==> config.mk <==
export PLATFORM = sky130hd
export DESIGN_NAME = multicycle_alu
export DESIGN_NICKNAME = d
export VERILOG_FILES = /design/src/rtl/multicycle_alu.sv
export SDC_FILE = /design/constraint.sdc
export NUM_CORES = 1
export LEC_CHECK = 0
export ABC_AREA = 1
export BUFFER_PORTS_ARGS = -buffer_cell sky130_fd_sc_hd__buf_2
export CORE_MARGIN = 5
export CORE_UTILIZATION = 38
export DETAILED_ROUTE_END_ITERATION = 10
export PLACE_DENSITY = 0.59
export SKIP_CTS_REPAIR_TIMING = 1
export SYNTH_ARGS = -nofsm -noshare
export SYNTH_HDL_FRONTEND = slang
export SYNTH_SLANG_ARGS = --single-unit
==> constraint.sdc <==
create_clock -name clk -period 2.6 [get_ports clk]
set_input_delay 0.39 -clock clk [delete_from_list [all_inputs] [get_ports clk]]
set_output_delay 0.39 -clock clk [all_outputs]
set_load 0.05 [all_outputs]
==> src/rtl/multicycle_alu.sv <==
// Registered ALU with iterative multiply and shifts behind a start/busy/done handshake.
// Single-cycle ops finish on the accept edge; mul takes WIDTH cycles, shifts take min(amount, WIDTH).
module multicycle_alu #(
  parameter int WIDTH = 8
) (
  input  logic             clk,
  input  logic             reset,
  input  logic             start,
  input  logic [2:0]       select,
  input  logic [WIDTH-1:0] data1,
  input  logic [WIDTH-1:0] data2,
  output logic [WIDTH-1:0] result,
  output logic             zero,
  output logic             carry,
  output logic             busy,
  output logic             done
);

  localparam int CW = $clog2(WIDTH + 1);

  localparam logic [2:0] OP_FWD = 3'b000;
  localparam logic [2:0] OP_ADD = 3'b001;
  localparam logic [2:0] OP_AND = 3'b010;
  localparam logic [2:0] OP_OR  = 3'b011;
  localparam logic [2:0] OP_SUB = 3'b100;
  localparam logic [2:0] OP_MUL = 3'b101;
  localparam logic [2:0] OP_SLL = 3'b110;
  localparam logic [2:0] OP_SRA = 3'b111;

  localparam logic [0:0] IDLE = 1'b0;
  localparam logic [0:0] EXEC = 1'b1;

  localparam logic [WIDTH-1:0] WIDTH_V = WIDTH'(WIDTH);
  localparam logic [CW-1:0]    WIDTH_C = CW'(WIDTH);

  logic [0:0]       state;
  logic [2:0]       op_q;
  logic [WIDTH-1:0] a_q;
  logic [WIDTH-1:0] b_q;
  logic [WIDTH-1:0] acc_q;
  logic [CW-1:0]    cnt_q;

  logic             is_sub;
  logic [WIDTH-1:0] b_in;
  logic [WIDTH:0]   sum;
  logic [WIDTH-1:0] single_res;
  logic             single_carry;
  logic             shift_req;
  logic             multi;
  logic [CW-1:0]    start_cnt;

  logic [WIDTH-1:0] acc_nxt;
  logic [WIDTH-1:0] a_nxt;
  logic [WIDTH-1:0] iter_res;

  // add and sub share one adder; sub is DATA1 + ~DATA2 + 1 so carry means no-borrow
  assign is_sub = (select == OP_SUB);
  assign b_in   = is_sub ? ~data2 : data2;
  assign sum    = {1'b0, data1} + {1'b0, b_in} + {{WIDTH{1'b0}}, is_sub};

  always_comb begin
    single_res   = data1;
    single_carry = 1'b0;
    case (select)
      OP_FWD: single_res = data2;
      OP_ADD, OP_SUB: begin
        single_res   = sum[WIDTH-1:0];
        single_carry = sum[WIDTH];
      end
      OP_AND: single_res = data1 & data2;
      OP_OR:  single_res = data1 | data2;
      default: ;
    endcase
  end

  assign shift_req = (select == OP_SLL) || (select == OP_SRA);
  assign multi     = (select == OP_MUL) || (shift_req && (data2 != '0));

  always_comb begin
    start_cnt = WIDTH_C;
    if (select != OP_MUL && data2 < WIDTH_V)
      start_cnt = data2[CW-1:0];
  end

  // One adder plus a small mux per iteration: mul accumulates, shifts move one bit
  assign acc_nxt  = acc_q + (b_q[0] ? a_q : '0);
  assign a_nxt    = (op_q == OP_SRA) ? {a_q[WIDTH-1], a_q[WIDTH-1:1]} : {a_q[WIDTH-2:0], 1'b0};
  assign iter_res = (op_q == OP_MUL) ? acc_nxt : a_nxt;

  always_ff @(posedge clk or negedge reset) begin
    if (!reset) begin
      state  <= IDLE;
      op_q   <= '0;
      a_q    <= '0;
      b_q    <= '0;
      acc_q  <= '0;
      cnt_q  <= '0;
      result <= '0;
      zero   <= 1'b0;
      carry  <= 1'b0;
      done   <= 1'b0;
    end else begin
      done <= 1'b0;
      case (state)
        IDLE: begin
          if (start) begin
            op_q  <= select;
            a_q   <= data1;
            b_q   <= data2;
            acc_q <= '0;
            if (multi) begin
              state <= EXEC;
              cnt_q <= start_cnt;
            end else begin
              result <= single_res;
              zero   <= (single_res == '0);
              carry  <= single_carry;
              done   <= 1'b1;
            end
          end
        end
        default: begin
          a_q   <= a_nxt;
          b_q   <= b_q >> 1;
          acc_q <= acc_nxt;
          cnt_q <= cnt_q - CW'(1);
          if (cnt_q == CW'(1)) begin
            result <= iter_res;
            zero   <= (iter_res == '0);
            carry  <= 1'b0;
            done   <= 1'b1;
            state  <= IDLE;
          end
        end
      endcase
    end
  end

  assign busy = (state == EXEC);

endmodule
==> qor.csv <==
metric,value,unit
"delay-heaviest family, CP",simple AND/OR/NAND/NOR gates,
"Buf+Inv Stages, Crit Path",1,
antenna violations before repair,0,
Yosys warnings,0,
Max Buffers Root-to-Sink,2,
P&R area growth vs syn,15.2,%
CTS tree,yes,
TritonRoute pass-1 iters,4,
Core Area,8220,sq um
GP Congestion,0.913,
Via Count,3048,
Slew @ Worst Pin,0.719,ns
Rel. slew slack,51.9,%
global-route wire length before repair,15100,microns
Routed WL per cell,14.6,microns
clk_lat worst skew,0.30,ns
vias in the first global route,3067,
DRT iter0 DRCs,156,
# rows,33,
clock slew at reported path FFs,0.08,ns
layout cells sized above 1,14.9,%
worst setup margin,0.292,ns
post-synth cell types,39,
Antenna Nets Post-Route,0,
Total Nets Final,538,
Mean Syn Cell Area,7.12,sq um
CP peak stage delay,0.43,ns
Final Max Tran Viols,0,
dpl hpwl,7160,microns
CP endpoint kind,flip-flop,
Synth Register Bits,43,
max_cap viols,0,
setup_tns,0,ns
Initial Utilization,39.0,%
RSZ-0062 raised after global routing,no,
Critical Path Most Common Cell,nand2_1,
"Req. time, crit path",2.84,ns
crit-path cells,nand2_1 -> inv_1 -> ha_1 -> fa_1 -> nand2_1 -> nand2_1 -> a21oi_1 -> xor2_1 -> nand2_1 -> nand2_1 -> nand2_1 -> nor2_1 -> nand4_1 -> nand2_1 -> nand2_1 -> nand2_1,
Final min period,2.31,ns
root buf cell,clkbuf_8,
Die Wd,102,microns
die area,10400,sq um
Hold Path Class,in2reg,
Global Route Usage Sum,18.3,%
startpoint types,flip-flop,
"most common cell after layout, fill and taps aside",nand2_1,
P_leak,1.99,nW
final count of negative-setup-slack endpoints,0,
CTS Sinks,43,
Avg Vias per Cell,5.06,
arrival time worst endpoint,2.55,ns
Setup WS pre-CTS,0.131,ns
Finished Core Util,44.9,%
Port Buffer Count,33,
GR Overflow Total,0,
Final Cycle Share,88.8,%
Crit-path slowest cell,fa_1,
WL final,8780,microns
antenna diode count,0,
Synth Instances,450,
status,finished clean,
register area share after synthesis,33.6,%
"commonest cells after routing, fill and taps aside","nand2_1 (128), inv_1 (59), dfrtp_1 (43)",
H-tree depth,2,
worst setup path class,reg2reg,
skew final,0.00571,ns
largest net degree at the start of global routing,31,
final hold violations,0,
die height,102,microns
io pins,34,
# DRC,0,
Crit Path Max Fanout,3,
cts bufs inserted,5,
FMAX,433,MHz
syn nets,492,
peak supply drop,0.379,mV
pwr dens,962,nW/um^2
Syn Std Cell Area,3200,sq um
## state kept, by name, indices dropped and copies added (netlist names)
name,cells
done,1
zero,1
result,8
acc_q,8
cnt_q,4
op_q,3
busy,1
carry,1
b_q,8
a_q,8
## routing by layer
layer  track usage (%)  part of all wire [%]  routed length [microns]  up-vias
met5                 0                     0                        0        -
met4              5.32                   1.7                      148        0
met3              2.20                   2.7                      239       12
met2              30.6                    49                     4290       53
met1              24.8                    47                     4110     1399
li1                  -                     -                        -     1584
## synth_stat cells (all sizes together)
library cell,number,area share [%]
nand2,139,17
inv,65,7.7
dfrtp,43,34
nand3,34,5.5
o21ai,34,5.7
nor2,30,3.6
ha,18,7.0
o221ai,12,3.3
nand4,10,2.0
a21oi,9,1.4
xor2,9,2.5
o211ai,8,1.9
nor3,5,0.94
clkbuf,4,0.47
xnor2,4,1.1
a31oi,3,0.59
buf,3,0.43
clkinv,3,0.35
a211oi,2,0.47
a21o,2,0.47
a22o,2,0.55
a22oi,2,0.47
fa,2,1.3
o22ai,2,0.39
a21boi,1,0.23
nand3b,1,0.23
o21a,1,0.23
o21bai,1,0.23
o31ai,1,0.23
## final timing paths
path	from	endpoint	slack [ns]	cells past startpoint
max in group asynchronous	reset	busy$_DFF_PN0_	1.38	3
setup / recovery	b_q[0]$_DFFE_PN0P_	zero$_DFFE_PN0P_	0.29	16
min in group asynchronous	reset	acc_q[6]$_DFFE_PN0P_	0.50	2
setup reg to reg	b_q[0]$_DFFE_PN0P_	zero$_DFFE_PN0P_	0.29	16
hold reg to reg	acc_q[0]$_DFFE_PN0P_	acc_q[0]$_DFFE_PN0P_	0.49	2
hold / removal	data1[5]	a_q[5]$_DFFE_PN0P_	0.37	3
## final cells by class
class                           instances  area [sq um]
Timing Repair Buffer                   46           265
Inverter                               68           258
Multi-Input combinational cell        332          1840
Clock inverter                          2          35.0
Clock buffer                            6          82.6
Fill cell                             854          4530
Tap cell                              105           131
Sequential cell                        43          1080
## power by group
part           switching (W)  total [W]  internal, W  leakage [nW]
clock network       0.000240   0.000552     0.000311        0.0612
registers           0.000186    0.00114     0.000951         0.550
logic                0.00125    0.00186     0.000609          1.38
total                0.00168    0.00355      0.00187          1.99
## logic make-up after synthesis
logic type	synth area share, %
compound gates	16.1
flops	33.6
simple gates	29.5
fa+ha+maj	8.28
buf+inv	8.95
xor+xnor	3.56
## per-stage QoR
| stage | cells | hold WS, ns | cell area, sq um | power (W) |
|---|---|---|---|---|
| 2_1_floorplan | 450 | 0.0944 | 3200 | 0.00248 |
| 3_3_place_gp | 593 | 0.297 | 3560 | 0.00299 |
| 3_5_place_dp | 593 | 0.300 | 3560 | 0.00301 |
| 4_1_cts | 601 | -0.0350 | 3680 | 0.00357 |
| 5_1_grt | 602 | 0.384 | 3690 | 0.00386 |
| 6_report | 602 | 0.369 | 3690 | 0.00355 |
## tightest hold or removal path: stages
cell	delay (ns)
buf_2	0.13
nand2_1	0.06
o221ai_1	0.06
Note: power is estimated with default switching activity, not from simulation.
